[src/rtl/vga_sync_gen_if.sv]
// Video timing bundle from vga_sync_gen to downstream renderers.
// master drives the timing, slave consumes it.
interface vga_sync_gen_if;
   logic        pix_tick;
   logic [10:0] pix_x;
   logic [10:0] pix_y;
   logic        video_on;
   logic        hsync;
   logic        vsync;
   logic        line_tick;
   logic        frame_tick;

   modport master (
      output pix_tick, pix_x, pix_y, video_on, hsync, vsync, line_tick, frame_tick
   );

   modport slave (
      input  pix_tick, pix_x, pix_y, video_on, hsync, vsync, line_tick, frame_tick
   );
endinterface

[src/rtl/vga_sync_gen.sv]
// VGA timing generator: pixel divider, h/v counters, registered syncs,
// video_on and line/frame strobes aligned with the pix_x/pix_y they describe.
module vga_sync_gen #(
   parameter int H_DISPLAY = 800,
   parameter int H_FRONT   = 56,
   parameter int H_SYNC    = 120,
   parameter int H_BACK    = 64,
   parameter int V_DISPLAY = 600,
   parameter int V_FRONT   = 37,
   parameter int V_SYNC    = 6,
   parameter int V_BACK    = 23,
   parameter int SYNC_POL  = 1,
   parameter int CLK_DIV   = 1
) (
   input logic            clk,
   input logic            reset,
   vga_sync_gen_if.master vga
);

   localparam logic [10:0] H_LAST   = 11'(H_DISPLAY + H_FRONT + H_SYNC + H_BACK - 1);
   localparam logic [10:0] H_VIS    = 11'(H_DISPLAY);
   localparam logic [10:0] HS_START = 11'(H_DISPLAY + H_FRONT);
   localparam logic [10:0] HS_END   = 11'(H_DISPLAY + H_FRONT + H_SYNC - 1);
   localparam logic [10:0] V_LAST   = 11'(V_DISPLAY + V_FRONT + V_SYNC + V_BACK - 1);
   localparam logic [10:0] V_VIS    = 11'(V_DISPLAY);
   localparam logic [10:0] VS_START = 11'(V_DISPLAY + V_FRONT);
   localparam logic [10:0] VS_END   = 11'(V_DISPLAY + V_FRONT + V_SYNC - 1);
   localparam logic [2:0]  DIV_LAST = 3'(CLK_DIV - 1);
   localparam logic        POL      = (SYNC_POL != 0);

   logic [2:0]  r_div_cnt;
   logic [10:0] r_h_cnt;
   logic [10:0] r_v_cnt;
   logic        r_video_on;
   logic        r_hsync;
   logic        r_vsync;
   logic        r_line_tick;
   logic        r_frame_tick;

   logic        w_tick;
   logic        w_h_wrap;
   logic        w_v_wrap;
   logic [10:0] w_h_next;
   logic [10:0] w_v_next;

   always_comb begin
      w_tick   = (r_div_cnt == DIV_LAST);
      w_h_wrap = (r_h_cnt == H_LAST);
      w_v_wrap = (r_v_cnt == V_LAST);
      w_h_next = w_h_wrap ? '0 : r_h_cnt + 11'd1;
      w_v_next = r_v_cnt;
      if (w_h_wrap) begin
         w_v_next = w_v_wrap ? '0 : r_v_cnt + 11'd1;
      end
   end

   // Syncs and video_on are decoded from the next counter values so that,
   // once registered, they line up with the counters loaded on the same edge.
   always_ff @(posedge clk or posedge reset) begin
      if (reset) begin
         r_div_cnt    <= '0;
         r_h_cnt      <= '0;
         r_v_cnt      <= '0;
         r_video_on   <= 1'b1;
         r_hsync      <= ~POL;
         r_vsync      <= ~POL;
         r_line_tick  <= 1'b0;
         r_frame_tick <= 1'b0;
      end else begin
         r_div_cnt    <= w_tick ? '0 : r_div_cnt + 3'd1;
         r_line_tick  <= w_tick & w_h_wrap;
         r_frame_tick <= w_tick & w_h_wrap & w_v_wrap;
         if (w_tick) begin
            r_h_cnt    <= w_h_next;
            r_v_cnt    <= w_v_next;
            r_video_on <= (w_h_next < H_VIS) && (w_v_next < V_VIS);
            r_hsync    <= ((w_h_next >= HS_START) && (w_h_next <= HS_END)) ? POL : ~POL;
            r_vsync    <= ((w_v_next >= VS_START) && (w_v_next <= VS_END)) ? POL : ~POL;
         end
      end
   end

   assign vga.pix_tick   = w_tick;
   assign vga.pix_x      = r_h_cnt;
   assign vga.pix_y      = r_v_cnt;
   assign vga.video_on   = r_video_on;
   assign vga.hsync      = r_hsync;
   assign vga.vsync      = r_vsync;
   assign vga.line_tick  = r_line_tick;
   assign vga.frame_tick = r_frame_tick;

endmodule

[src/flat_wrapper.sv]
// flat-port wrapper written by rule: the top's interface ports become plain ports
module vga_sync_gen_flat 
#(
   parameter int H_DISPLAY = 800,
   parameter int H_FRONT   = 56,
   parameter int H_SYNC    = 120,
   parameter int H_BACK    = 64,
   parameter int V_DISPLAY = 600,
   parameter int V_FRONT   = 37,
   parameter int V_SYNC    = 6,
   parameter int V_BACK    = 23,
   parameter int SYNC_POL  = 1,
   parameter int CLK_DIV   = 1
)
  (clk, reset, vga_pix_tick, vga_pix_x, vga_pix_y, vga_video_on, vga_hsync, vga_vsync, vga_line_tick, vga_frame_tick);
  vga_sync_gen_if vga_i ();
  input logic clk;
  input logic reset;
  output wire logic [$bits(vga_i.pix_tick)-1:0] vga_pix_tick;
  output wire logic [$bits(vga_i.pix_x)-1:0] vga_pix_x;
  output wire logic [$bits(vga_i.pix_y)-1:0] vga_pix_y;
  output wire logic [$bits(vga_i.video_on)-1:0] vga_video_on;
  output wire logic [$bits(vga_i.hsync)-1:0] vga_hsync;
  output wire logic [$bits(vga_i.vsync)-1:0] vga_vsync;
  output wire logic [$bits(vga_i.line_tick)-1:0] vga_line_tick;
  output wire logic [$bits(vga_i.frame_tick)-1:0] vga_frame_tick;
  assign vga_pix_tick = vga_i.pix_tick;
  assign vga_pix_x = vga_i.pix_x;
  assign vga_pix_y = vga_i.pix_y;
  assign vga_video_on = vga_i.video_on;
  assign vga_hsync = vga_i.hsync;
  assign vga_vsync = vga_i.vsync;
  assign vga_line_tick = vga_i.line_tick;
  assign vga_frame_tick = vga_i.frame_tick;
  vga_sync_gen #(.H_DISPLAY(H_DISPLAY), .H_FRONT(H_FRONT), .H_SYNC(H_SYNC), .H_BACK(H_BACK), .V_DISPLAY(V_DISPLAY), .V_FRONT(V_FRONT), .V_SYNC(V_SYNC), .V_BACK(V_BACK), .SYNC_POL(SYNC_POL), .CLK_DIV(CLK_DIV)) u_core (.clk(clk), .reset(reset), .vga(vga_i));
endmodule
[config.mk]
export PLATFORM = sky130hd
export DESIGN_NAME = vga_sync_gen_flat
export DESIGN_NICKNAME = d
export VERILOG_FILES = /design/src/rtl/vga_sync_gen_if.sv /design/src/rtl/vga_sync_gen.sv /design/src/flat_wrapper.sv
export SDC_FILE = /design/constraint.sdc
export NUM_CORES = 1
export LEC_CHECK = 0
export CORE_UTILIZATION = 45
export CTS_BUF_LIST = sky130_fd_sc_hd__clkbuf_4 sky130_fd_sc_hd__clkbuf_8
export CTS_CLUSTER_DIAMETER = 120
export DETAILED_ROUTE_END_ITERATION = 8
export GPL_ROUTABILITY_DRIVEN = 0
export HOLD_SLACK_MARGIN = 0.08
export PLACE_DENSITY = 0.78
export RECOVER_POWER = 25
export SETUP_SLACK_MARGIN = 0.3
export SYNTH_ARGS = -nofsm -noshare
export SYNTH_HDL_FRONTEND = slang
export SYNTH_SLANG_ARGS = --single-unit
[constraint.sdc]
create_clock -name clk -period 2.8 [get_ports clk]
set_input_delay 0.28 -clock clk [delete_from_list [all_inputs] [get_ports clk]]
set_output_delay 0.28 -clock clk [all_outputs]
set_load 0.1 [all_outputs]
# Word-level counts from Yosys, hierarchy flattened
# Cells that the tools add are included.
[totals]
ramBits = 0
memories = 0
register_bits = 30
output_inout_bits = 28
latchBits = 0
romBits = 0
[op_classes]
n_eq_ne = 2
magnitude_cmp = 6
mul = 0
div_mod_pow = 0
add_sub_neg = 3
n_shift = 0
n_mux = 6
reduce_logical = 4
bitwise = 2
[op_table]
columns = ["op", "n"]
rows = [
  ["11-bit two-way mux", 3],
  ["11-bit by 1-bit adder with 11-bit output (second input constant)", 2],
  ["11-bit by 10-bit greater-or-equal comparator with 1-bit output (second input constant)", 2],
  ["11-bit by 10-bit less-or-equal comparator with 1-bit output (second input constant)", 2],
  ["11-bit by 10-bit < comparator with 1-bit output (second input constant)", 2],
  ["11-bit by 10-bit == test with 1-bit output (second input constant)", 1],
  ["11-bit == test (second input constant)", 1],
  ["3-bit by 1-bit adder with 3-bit output (second input constant)", 1],
  ["1-bit logical AND", 3],
  ["3-bit logical NOT", 1],
  ["3-bit two-way mux", 1],
  ["1-bit AND", 2],
  ["1-bit two-way mux", 2],
]

# Longest topological paths before layout
[logic_depth]
depth_word = 6
ltp_mapped = 10
depth_no_buf = 9

# Least setup slack after synthesis
# No wires, ideal clock.
[synth_path]
path_kind = "flip-flop to flip-flop"
start = "register u_core.r_h_cnt[0] (netlist: u_core.vga.pix_x[0])"
end = "register u_core.r_vsync (netlist: u_core.vga.vsync)"
path_buffers = 1
setup_time_ns = 0.080
arrival_time_ns = 3.107
path_stages_with_launch = 10
path_slack_ns = -0.387
required_ns = 2.720
path_cell_list = "dfrtp_1 ha_1 nand3_1 or3_1 clkbuf_2 o31a_1 nor3_2 o2111ai_1 or4_1 o211ai_2"
[synth_between]
elab_chain_len = 5
elab_cells_between_ends = 6
cone_classes = "2 x order compare; 1 x eq/ne; 2 x mux; 1 x reduce/logical"
[synth_rtl]
columns = ["element", "line", "source"]
rows = [
  ["from (decl)", "vga_sync_gen.sv:32", "logic [10:0] r_h_cnt;"],
  ["from (signal assigned)", "vga_sync_gen.sv:74", "r_h_cnt <= w_h_next;"],
  ["11-bit == test *", "vga_sync_gen.sv:48", "w_h_wrap = (r_h_cnt == H_LAST);"],
  ["11-bit two-way mux *", "vga_sync_gen.sv:52", "if (w_h_wrap) begin"],
  ["11-bit by 10-bit greater-or-equal comparator with 1-bit output or 11-bit by 10-bit less-or-equal comparator with 1-bit output (tied branches)", "vga_sync_gen.sv:78", "r_vsync <= ((w_v_next >= VS_START) && (w_v_next <= VS_END)) ? POL : ~POL;"],
  ["1-bit logical AND *", "vga_sync_gen.sv:78", ""],
  ["1-bit two-way mux *", "vga_sync_gen.sv:78", ""],
  ["to (signal assigned)", "vga_sync_gen.sv:66", "r_vsync <= ~POL;"],
  ["to (signal assigned)", "vga_sync_gen.sv:78", ""],
  ["to (decl)", "vga_sync_gen.sv:36", "logic r_vsync;"],
]
# Mark *: on every way between the ends. The rest lies on a longest branch, timed or not.
# A chain may end at the register's enable or synchronous reset.

# Final worst setup path
[layout_path]
start = "register u_core.r_h_cnt[4] (netlist: u_core.vga.pix_x[4])"
end = "register u_core.r_vsync (netlist: u_core.vga.vsync)"
# The elaborated chain is that of the path after synthesis.

==> summary.md <==
| Metric | Value |
|---|---|
| Synth area leaders | dfrtp_1, o21ai_0, xnor2_1, nand2_1, ha_1 |
| Worst-path clk slew | 0.07 ns |
| Vias/cell | 5.930 |
| Ys Warns | 0 |
| Core box area | 4354 um^2 |
| Clock power frac | 0.461 |
| Flops & latches, synth | 30 |
| Leak | 1.174 nW |
| Post-route setup TNS | 0 ns |
| DR pass1 iterations | 5 |
| # diodes | 0 |
| Yosys top cell area share | 0.3552 |
| WL final | 5.394 mm |
| Via Count | 2022 |
| Chip Width | 69.38 um |
| Hold crit path type | primary input to asynchronous set/reset pin |
| RSZ-0062 raised after global routing | yes |
| DRC | 0 |
| Ports | 30 |
| Critical path's slowest cell | or4b_4 |
| H-tree depth | 2 |
| Power per standard cell area | 308.4 nW/um^2 |
| Syn Nets | 252 |
| Vias in the first global route | 1809 |
| NetSw | 0.0001821 W |
| Clock Tree Buf Depth | 2 |
| Fmax | 367.4 MHz |
| Sinks on Clock Net | 30 |
| Cell row count | 24 |
| Largest net degree at the start of global routing | 18 |
| Post-synth EDFFs | 0 |
| Switch share | 0.2208 |
| All-Layer GR Usage | 0.2343 |
| Clk_lat worst skew | 0.29 ns |
| Layout cell share with drive strength beyond 1 | 0.3080 |
| Critical path arrival | 2.92 ns |
| Type of origin of the critical path | register |
| Outcome | finished, final reports clean |
| # setup viols final | 0 |
| Max Slew Vio Count | 0 |
| First-pass GRT wire length | 8.983 mm |
| Syn Inst Count | 244 |
| CTS tree | built |
| Int Power | 0.0006426 W |
| Layout area overhead | 30.86% |
| Critical path fanouts, max | 4 |
| Starting DRT DRC Count | 252 |
| Overall Power | 0.0008247 W |
| Final Critical Period | 2.722 ns |
| Drt wl/cell | 15.82 um |
| Cell type with the highest aggregate area in the netlist | dfrtp_1 |
| # nets final | 296 |
| Remaining antenna violation count after routing | 0 |
| Relative slew margins | 0.4595 |
| Util after Layout | 0.6141 |
| Maximum vdd drop | 0.0002284 V |
| Hpwl dp | 3.680 mm |
| Post-synthesis sequential area ratio | 0.3680 |
| WHS | 0.4405 ns |
| CP cell instances | or4b_4 > or3_4 > o31a_1 > nor3_2 > o2111ai_1 > or4_1 > o211ai_2 |
| Register share of total power | 0.525 |
| Post-synth ARST share | 1.000 |
| CP Capture Type | register |
| Mapped cell area | 2043 um^2 |
| Gate power share | 0.013 |
| CP Class | register to register |
| Top_reg_cell synth | dfrtp_1 |
| WP data required | 3.00 ns |
| Slew @ Worst Pin | 0.8108 ns |
| Fillers | 347 |
| DIE AREA | 4814 um^2 |
| IO Port Bufs | 29 |
| CP max stage delay | 0.55 ns |
| Syn avg cell area | 8.374 um^2 |
| Fin. Hold Viols | 0 |
| Total congestion overflow | 0 |
| Total CTS buffers | 5 |
| Max Cap Violations | 0 |
| Initial Utilization | 0.4693 |
| Clock Root Buffer | clkbuf_8 |
| Die Height | 69.38 um |
| R2R depth | 7 |
| Initial antenna violation count | 0 |
| Post-route clock skew | 0.008523 ns |
| Final Cycle Share | 0.9722 |
| Distinct cell type count after synthesis | 49 |
==> placed cells by master (no fill, tap or decap), types with 6 or more instances in the layout <==
cell / instances
nand4_1: 7
dfrtp_2: 11
clkbuf_8: 6
dfrtp_1: 14
xnor2_1: 11
and3_1: 7
o21ai_0: 20
a21oi_1: 8
buf_4: 49
nand3_1: 9
nand2_1: 25
inv_1: 9
ha_1: 6
nor4_1: 6
nor3_1: 7
nor2_1: 16
==> metrics by stage <==
step	instances	setup slack (ns)	cell area [um^2]
after floorplan	244	-0.04985	2073
after global placement	324	0.1648	2431
after detailed placement	324	0.03721	2431
after CTS	336	0.1588	2619
after global routing	341	0.03562	2674
final	341	0.07791	2674
==> power groups by stage <==
stage          clock network [W]    logic, W  registers, W
2_1_floorplan                  0  0.00000638      0.000442
3_3_place_gp                   0   0.0000132      0.000442
3_5_place_dp                   0   0.0000134      0.000442
4_1_cts                 0.000388   0.0000134      0.000433
5_1_grt                 0.000409   0.0000136      0.000433
6_report                0.000381   0.0000110      0.000433
==> cells in the mapped netlist, types with 2 or more instances <==
cell type	n
nor4_1	8
ha_1	6
o31ai_1	4
and3_1	7
nand2_1	25
mux2i_1	4
a31oi_1	5
nand4_1	7
nand3_1	9
nor3b_1	2
xnor2_1	11
xor2_1	4
nand2b_1	3
or3_1	4
dfrtp_1	29
and4_1	4
inv_1	9
nor3_1	8
and2_1	4
a21oi_1	8
a21o_1	4
o21ai_0	20
nor2_1	16
clkbuf_1	17
nor2b_1	2
==> cell families (layout without fill, tap and decap cells) <==
family,after synthesis,in the layout,synth area share
DFF,30,30,0.3680
adders and majority gates,6,6,0.03674
AOI/OAI and AO/OA,55,55,0.1758
xor gates and xnor gates,15,15,0.06430
and+or+nand+nor,106,106,0.2829
muxes,4,4,0.01960
buffers and inverters,28,73,0.05266
==> final timing paths <==
check | from | to | slack, ns
setup / recovery | u_core.vga.pix_x[4] | u_core.vga.vsync | 0.08
hold / removal | reset | u_core.vga.pix_y[0] | 0.44
setup reg to reg | u_core.vga.pix_x[4] | u_core.vga.vsync | 0.08
hold reg to reg | u_core.r_div_cnt[2] | u_core.r_div_cnt[2] | 0.47
max in group asynchronous | reset | u_core.vga.pix_x[4] | 1.19
min in group clk | u_core.r_div_cnt[2] | u_core.r_div_cnt[2] | 0.47
==> state kept, by name, summed over array words and instances, names as in the netlist <==
name	count
u_core.vga.video_on	1
u_core.vga.hsync	1
u_core.vga.pix_x	11
u_core.vga.line_tick	1
u_core.vga.vsync	1
u_core.r_div_cnt	3
u_core.vga.pix_y	11
u_core.vga.frame_tick	1
==> critical path: cells and delay by family, from the launching register on <==
family	cells	cell delay [ns]
AOI/OAI and AO/OA	3	0.64
DFF	1	0.47
and+or+nand+nor	4	1.52
==> metal layers <==
layer  GRT usage  vias up  part of all wire
met5           0        -                 0
met4     0.07029        0             0.016
met3     0.05233       14             0.060
met2      0.3495       90              0.46
met1      0.3386      946              0.46
li1            -      972                 -
==> repair_timing <==
item / in CTS / in global routing
pin swaps: 1 / 2
buffers inserted: 4 / 5
resized for setup: 10 / 4
gates cloned: 0 / 0
setup endpoints to repair: 2 / 3
hold buffers: 0 / 0
==> final cells by class <==
type,count,area [um^2],area share
clock inverters,1,5.005,0.001872
multi-input cells,186,1260,0.4712
flip-flops and latches,30,780.7,0.2920
repair buffers,56,439.2,0.1642
inverters,9,33.78,0.01263
clock buffers,7,90.09,0.03369
well taps,52,65.06,0.02433
Note: power is estimated with default switching activity, not from simulation.
